File: src/rtl/des_core_arbiter.sv
// Round-robin arbiter sharing one iterative DES engine between two requesters,
// with per-requester response slots and a watchdog on every engine job.
module des_core_arbiter #(
  parameter int TIMEOUT_CYCLES = 64
) (
  input  logic        clk,
  input  logic        rst,
  input  logic        req0_valid,
  output logic        req0_ready,
  input  logic        req0_decrypt,
  input  logic [63:0] req0_key,
  input  logic [63:0] req0_text,
  input  logic        req1_valid,
  output logic        req1_ready,
  input  logic        req1_decrypt,
  input  logic [63:0] req1_key,
  input  logic [63:0] req1_text,
  output logic        rsp0_valid,
  input  logic        rsp0_ready,
  output logic [63:0] rsp0_data,
  output logic        rsp0_error,
  output logic        rsp1_valid,
  input  logic        rsp1_ready,
  output logic [63:0] rsp1_data,
  output logic        rsp1_error,
  output logic        core_start_encrypt,
  output logic        core_start_decrypt,
  output logic [63:0] core_key,
  output logic [63:0] core_text,
  input  logic        core_done_encrypt,
  input  logic        core_done_decrypt,
  input  logic [63:0] core_output_text,
  output logic        busy,
  output logic        grant_id
);

  typedef enum logic [1:0] {IDLE, RUN, DRAIN} state_t;

  // The timer reads 0 in the first RUN cycle, so aborting when it holds
  // TIMEOUT_CYCLES-2 registers the error response TIMEOUT_CYCLES after accept.
  localparam logic [7:0] TIMER_LAST = 8'(TIMEOUT_CYCLES - 2);

  state_t     state;
  state_t     state_next;
  logic       last_grant;
  logic [7:0] timer;
  logic       elig0;
  logic       elig1;
  logic       grant_sel;
  logic       accept;
  logic       match_done;
  logic       wrong_done;
  logic       finish_ok;
  logic       finish_err;

  assign elig0      = req0_valid && !rsp0_valid;
  assign elig1      = req1_valid && !rsp1_valid;
  assign grant_sel  = (elig0 && elig1) ? ~last_grant : elig1;
  assign req0_ready = (state == IDLE) && elig0 && !grant_sel;
  assign req1_ready = (state == IDLE) && elig1 && grant_sel;
  assign accept     = req0_ready || req1_ready;
  assign busy       = (state != IDLE);

  assign match_done = core_start_decrypt ? core_done_decrypt : core_done_encrypt;
  assign wrong_done = core_start_decrypt ? core_done_encrypt : core_done_decrypt;

  always_ff @(posedge clk) begin
    if (rst) state <= IDLE;
    else     state <= state_next;
  end

  always_comb begin
    state_next = state;
    finish_ok  = 1'b0;
    finish_err = 1'b0;
    case (state)
      IDLE: begin
        if (accept) state_next = RUN;
      end
      RUN: begin
        if (match_done) begin
          finish_ok  = 1'b1;
          state_next = DRAIN;
        end else if (wrong_done || (timer == TIMER_LAST)) begin
          finish_err = 1'b1;
          state_next = DRAIN;
        end
      end
      DRAIN: begin
        // A done still high belongs to the job just finished, never the next.
        if (!core_done_encrypt && !core_done_decrypt) state_next = IDLE;
      end
      default: state_next = IDLE;
    endcase
  end

  always_ff @(posedge clk) begin
    if (rst) begin
      last_grant         <= 1'b1;
      grant_id           <= 1'b0;
      timer              <= 8'd0;
      core_start_encrypt <= 1'b0;
      core_start_decrypt <= 1'b0;
      core_key           <= 64'd0;
      core_text          <= 64'd0;
      rsp0_valid         <= 1'b0;
      rsp0_error         <= 1'b0;
      rsp0_data          <= 64'd0;
      rsp1_valid         <= 1'b0;
      rsp1_error         <= 1'b0;
      rsp1_data          <= 64'd0;
    end else begin
      if (accept) begin
        grant_id           <= grant_sel;
        last_grant         <= grant_sel;
        timer              <= 8'd0;
        core_key           <= grant_sel ? req1_key : req0_key;
        core_text          <= grant_sel ? req1_text : req0_text;
        core_start_decrypt <= grant_sel ? req1_decrypt : req0_decrypt;
        core_start_encrypt <= grant_sel ? !req1_decrypt : !req0_decrypt;
      end
      if (state == RUN) timer <= timer + 8'd1;
      if (finish_ok || finish_err) begin
        core_start_encrypt <= 1'b0;
        core_start_decrypt <= 1'b0;
      end

      if (rsp0_valid && rsp0_ready) begin
        rsp0_valid <= 1'b0;
        rsp0_error <= 1'b0;
        rsp0_data  <= 64'd0;
      end
      if ((finish_ok || finish_err) && !grant_id) begin
        rsp0_valid <= 1'b1;
        rsp0_error <= finish_err;
        rsp0_data  <= finish_ok ? core_output_text : 64'd0;
      end

      if (rsp1_valid && rsp1_ready) begin
        rsp1_valid <= 1'b0;
        rsp1_error <= 1'b0;
        rsp1_data  <= 64'd0;
      end
      if ((finish_ok || finish_err) && grant_id) begin
        rsp1_valid <= 1'b1;
        rsp1_error <= finish_err;
        rsp1_data  <= finish_ok ? core_output_text : 64'd0;
      end
    end
  end

endmodule

File: config.mk
export PLATFORM = sky130hd
export DESIGN_NAME = des_core_arbiter
export DESIGN_NICKNAME = d
export VERILOG_FILES = /design/src/rtl/des_core_arbiter.sv
export SDC_FILE = /design/constraint.sdc
export NUM_CORES = 1
export LEC_CHECK = 0
export CAP_MARGIN = 20
export CORE_AREA = 3 3 231 233
export DETAILED_ROUTE_END_ITERATION = 10
export DIE_AREA = 0 0 234 236
export PLACE_DENSITY = 0.56
export SYNTH_ARGS = -nofsm -noshare
export SYNTH_HDL_FRONTEND = slang
export SYNTH_SLANG_ARGS = --single-unit
File: constraint.sdc
create_clock -name clk -period 4.2 [get_ports clk]
set_clock_uncertainty 0.15 [all_clocks]
set_input_delay 0.42 -clock clk [delete_from_list [all_inputs] [get_ports clk]]
set_output_delay 0.42 -clock clk [all_outputs]
set_load 0.01 [all_outputs]
[Word-level counts from Yosys, hierarchy flattened]
Index checks and enable logic that the tools add are counted.
Storage, ports and cells
  flip-flop bits (word level): 274
  input bits: 330
  output and inout port bits: 266
  logic and storage cells: 82
Operators by class
  $add $sub $neg: 1
  equality and inequality tests: 6
  mux-type cells: 30
  bitwise gates (word level): 1
  reductions and logical operators: 30
Operator list (number)
  64-bit 2-to-1 mux: 7
  1-bit 2-to-1 mux: 16
  8-bit 2-to-1 mux: 2
  1-bit logical AND: 12
  8-bit by 1-bit adder with 8-bit output (second input constant): 1
  8-bit by 6-bit == test with 1-bit output (second input constant): 1
  1-bit zero test: 8
  2-bit 2-to-1 mux: 4
  2-bit nonzero test: 4
  2-bit case mux with 3 select lines: 1
  2-bit inequality test (second input constant): 2
  1-bit logical OR: 3
  3-bit inequality test (second input constant): 1
  3-bit AND reduction: 1
  2-bit by 1-bit == test with 1-bit output (second input constant): 1
  2-bit == test (second input constant): 1
  2-bit zero test: 1
  2-bit OR reduction: 1
  1-bit NOT: 1

[Logic depth before layout (Yosys ltp)]
  depth in word-level cells: 9
  depth in mapped cells: 8
  gate-level depth less buffers: 6

[Worst setup path before layout]
Ideal clock, no wire load.
  path kind: reg-to-reg
  start: register timer[0]
  end: register rsp0_data[26]
  library setup time: 0.059 ns
  data arrival time: 1.861 ns
  data required time: 3.991 ns
  slack: 2.130 ns
  stages on the path, launching flop included: 9
  buffers on the path: 2
  period minus slack after synthesis: 2.070 ns
  path through: dfxtp_1 > inv_1 > ha_1 > and4bb_1 > a211o_1 > a221oi_2 > buf_4 > buf_6 > a22o_1
Between the ends
  cells in the longest elaborated chain, start to end: 8
  elaborated cells on any way between the ends: 9
  classes of those cells: eq/ne: 1; mux: 4; reduce/logical: 4
Ends and longest elaborated chain
  start, declared: line 46  | logic [7:0] timer;
  start signal, assigned: line 122  | if (state == RUN) timer <= timer + 8'd1;
  8-bit by 6-bit == test with 1-bit output *: line 84  | end else if (wrong_done || (timer == TIMER_LAST)) begin
  1-bit logical OR *: line 84
  1-bit 2-to-1 mux *: line 84
  1-bit 2-to-1 mux *: line 81  | if (match_done) begin
  1-bit 2-to-1 mux *: line 76  | case (state)
  1-bit logical OR *: line 133  | if ((finish_ok || finish_err) && !grant_id) begin
  1-bit logical AND *: line 133
  64-bit 2-to-1 mux or 2-bit nonzero test (tied branches)
  end signal, assigned: line 136  | rsp0_data <= finish_ok ? core_output_text : 64'd0;
  end, declared: line 20  | output logic [63:0] rsp0_data,
Every way passes the cells marked *; elsewhere a longest branch is shown, timed or not.
A chain may end at the register's enable or synchronous reset.

[Final worst setup path]
  start: register rsp0_valid
  end: output port req0_ready
Between the ends
  cells in the longest elaborated chain, start to end: 6
  elaborated cells on any way between the ends: 7
  classes of those cells: mux: 1; reduce/logical: 6
Ends and longest elaborated chain
  start, declared: line 18  | output logic rsp0_valid,
  start signal, assigned: line 106  | rsp0_valid <= 1'b0;
  start signal, assigned: line 129  | rsp0_valid <= 1'b0;
  start signal, assigned: line 134  | rsp0_valid <= 1'b1;
  1-bit zero test *: line 56  | assign elig0 = req0_valid && !rsp0_valid;
  1-bit logical AND *: line 56
  1-bit logical AND: line 58  | assign grant_sel = (elig0 && elig1) ? ~last_grant : elig1;
  1-bit 2-to-1 mux: line 58
  1-bit zero test: line 59  | assign req0_ready = (state == IDLE) && elig0 && !grant_sel;
  1-bit logical AND *: line 59
  end, declared: line 9  | output logic req0_ready,
Marked as above.

==> impl_metrics.ini <==
[run_status]
outcome = completed

[logic_synthesis]
synth_largest_type_area_fraction_pct = 51.63
postSynthCellCount = 1183
syn-mean-instance-area_um2 = 8.982
share_of_synthesized_area_spent_on_multiplexers_pct = 0.09421
yosys_warnings = 0
synth_cell_type_count = 40
yosysTopAreaCell = sky130_fd_sc_hd__dfxtp_1
synth.ff_latch_count = 274
seq_area_frac_synth_pct = 51.63
synth_top_family_by_area = compound AO/OA/AOI/OAI gates
synth-simple-area-share_pct = 19.62
synth-adder-area-share_pct = 0.2355
synth_compound_area_share_pct = 23.56
total_standard_cell_area_after_synthesis_um2 = 10630
mappedNetlistNets = 1515
xor_xnor_share_of_the_synthesized_area_pct = 0
synth_area_leaders = sky130_fd_sc_hd__dfxtp_1 52%, sky130_fd_sc_hd__a22o_1 11%, sky130_fd_sc_hd__a311oi_1 11%, sky130_fd_sc_hd__nand2_1 9.2%, sky130_fd_sc_hd__nor2_1 5.1%

[clocking]
cts_made_buffers = 31
post_cts_hold_buffer_count = 0
post-cts-setup-buffer-count = 0
cts_tree = built
insertion_delay_ns = 0.59
clk_root_buffer_cell = sky130_fd_sc_hd__clkbuf_16
cts-root-to-sink-buffers = 3
clock_sinks = 274
h-tree-depth = 1
clk_pin_slew_worst_paths_ns = 0.06
cts_repair_resize_count = 0

[placement]
detailedPlacementHpwl_mm = 34.86
placement.setup.worst_slack_ns = 1.192
buffer_ports.inserted = 595
finalWeightedCongestion = 0.8375

[floorplanning]
design.core.area_um2 = 51410
die_y_um = 236
dieArea_um2 = 55220
design.portCount = 596
core.rowCount = 83
initial_utilization_pct = 20.67
die_x_um = 234

[cells_and_area]
final_layout_size_suffix_gt1_share_pct = 4.200
final_nets = 2047
final_cell_mix = 594 x sky130_fd_sc_hd__clkdlybuf4s50_1, 274 x sky130_fd_sc_hd__dfxtp_1, 260 x sky130_fd_sc_hd__nand2_1
nFillCells = 5261
most_common_cell_after_layout_fill_and_taps_aside = sky130_fd_sc_hd__clkdlybuf4s50_1
layout-area-overhead-vs-synth_pct = 71.37

[critical_path]
worstPathRequired_ns = 3.63
critical_path.startpoint_type = register
worst-path-max-fanout = 5
wp_data_arrival_ns = 2.51
sort_of_element_at_the_end_of_the_critical_path = output port
timing_worst_setup_path_type = register to output port

[sta]
tightest_slew_ns = 1.023
finalHoldViolations = 0
final_period_minus_worst_setup_slack_ns = 3.078
worst_hold_slack_ns = 0.1147
number_of_slew_limit_violations_in_the_final_report = 0
setup_total_negative_slack_ns = 0
finalSetupViolCount = 0
rsz_0062_raised_after_global_routing = no
timing.max_slew.rel_slack_pct = 31.81
timing.final.crit_share_pct = 73.29
fin_ws_ns = 1.122
max_freq_mhz = 324.9

[global_routing]
grt_usage_pct = 16.07
grt_overflow = 0
first_global_vias = 10940
grt_pass1_wl_mm = 68.94
grt_antenna_before_repair = 19
grt_max_degree = 130

[power_and_ir_drop]
power_frac_comb_pct = 23.8
cellInternalPower_mw = 5.345
worst_case_vdd_ir_drop_uv = 279.4
switching_share_pct = 28.20
net_load_switching_power_mw = 2.099
share_clk_of_total_power_pct = 36.2
total_leakage_power_nw = 6.796
pwr_density_cell_nw_per_um2 = 408.8
seqPwrFrac_pct = 40.0

[route]
wire_per_inst_um = 19.54
drt_iter0_drc = 426
drt-pass1-iter-count = 5
detail-route-antenna-nets = 0
drc = 0
route.final.wire_length_mm = 47.41
vias_after_detailed_routing = 11070
viasPerCell = 4.562

[flow_run]
cap_viol_max_count = 0

[worst_hold_path]
timing.hold.worst.class = input port to register
[path summary, 6_finish.rpt]
path / depth (start not counted) / end / startpoint / slack [ns]
max: 4 / req0_ready / rsp0_valid / 1.12
min: 2 / rsp0_valid / rst / 0.11
max reg2reg: 7 / rsp0_data[58] / timer[0] / 1.42
min reg2reg: 1 / last_grant / last_grant / 0.32
[state kept, by name, summed over array words and instances, names as in the netlist]
signal and count:
rsp1_error 1, rsp1_data 64, rsp1_valid 1, last_grant 1, rsp0_data 64, state 2, timer 8, core_text 64
rsp0_error 1, grant_id 1, core_key 64, core_start_encrypt 1, core_start_decrypt 1, rsp0_valid 1
[worst max-delay path, cell delays in order, from the launching register on]
cell,delay [ns]
sky130_fd_sc_hd__dfxtp_1,0.38
sky130_fd_sc_hd__nand3b_1,0.27
sky130_fd_sc_hd__and2_4,0.22
sky130_fd_sc_hd__nor2_1,0.42
sky130_fd_sc_hd__clkdlybuf4s50_1,0.64
[area by class of cell]
type / instances / area (um2) / area share [%]
flip-flops and latches: 274 / 5485 / 30.12
diodes: 9 / 22.52 / 0.1237
repair buffers: 612 / 6147 / 33.76
multi-input cells: 793 / 4679 / 25.70
clock buffers: 49 / 933.4 / 5.126
inverters: 3 / 11.26 / 0.06184
well taps: 680 / 850.8 / 4.673
clock inverters: 7 / 78.83 / 0.4329
[layer usage]
layer | up-vias | part of all wire [%] | track usage [%]
met5 | - | 0.082 | 0
met4 | 6 | 2.1 | 5.825
met3 | 70 | 10 | 6.329
met2 | 460 | 49 | 26.97
met1 | 5259 | 39 | 18.39
li1 | 5277 | - | -
[power by group through the flow]
| stage | Sequential [mW] | Clock [mW] | Combinational [mW] |
|---|---|---|---|
| detailed placement | 3.03 | 0 | 1.78 |
| floorplan | 3.12 | 0 | 0.661 |
| CTS | 2.98 | 2.79 | 1.79 |
| finish | 2.98 | 2.69 | 1.77 |
| global placement | 3.03 | 0 | 1.77 |
| global route | 3.01 | 2.89 | 1.92 |
[Yosys cell counts (all sizes together)]
cell type	number
a211o	2
or3	1
and4bb	1
nor2b	68
ha	2
or2	1
a32oi	1
nor2	145
a211oi	2
a311oi	128
o21ai	4
nand3	2
nor3	3
nor3b	2
o21a	3
a41oi	1
buf	37
clkbuf	76
a31oi	6
and2	4
a22o	129
and3	2
a21oi	12
nand2b	2
dfxtp	274
a221oi	2
inv	3
nand4	2
a21o	1
a32o	1
nand2	261
mux2i	1
o22ai	1
a22oi	2
nand3b	1
[stage by stage]
| stage | power [mW] | instance area (um2) | util [%] | cells |
|---|---|---|---|---|
| floorplan | 3.781 | 10630 | - | 1183 |
| global placement | 4.795 | 17170 | 33.41 | 2362 |
| detailed placement | 4.813 | 17170 | 33.41 | 2362 |
| CTS | 7.558 | 18190 | 35.38 | 2418 |
| global route | 7.820 | 18210 | 35.42 | 2427 |
| finish | 7.444 | 18210 | 35.42 | 2427 |
[cell families (layout without fill, tap and decap cells)]
group / Yosys count / count (layout)
fa+ha+maj: 2 / 2
simple gates: 495 / 495
buf+inv: 116 / 671
other cells: 0 / 9
flops: 274 / 274
mux: 1 / 1
compound gates: 295 / 295
Power figures use the tool's default switching activity.
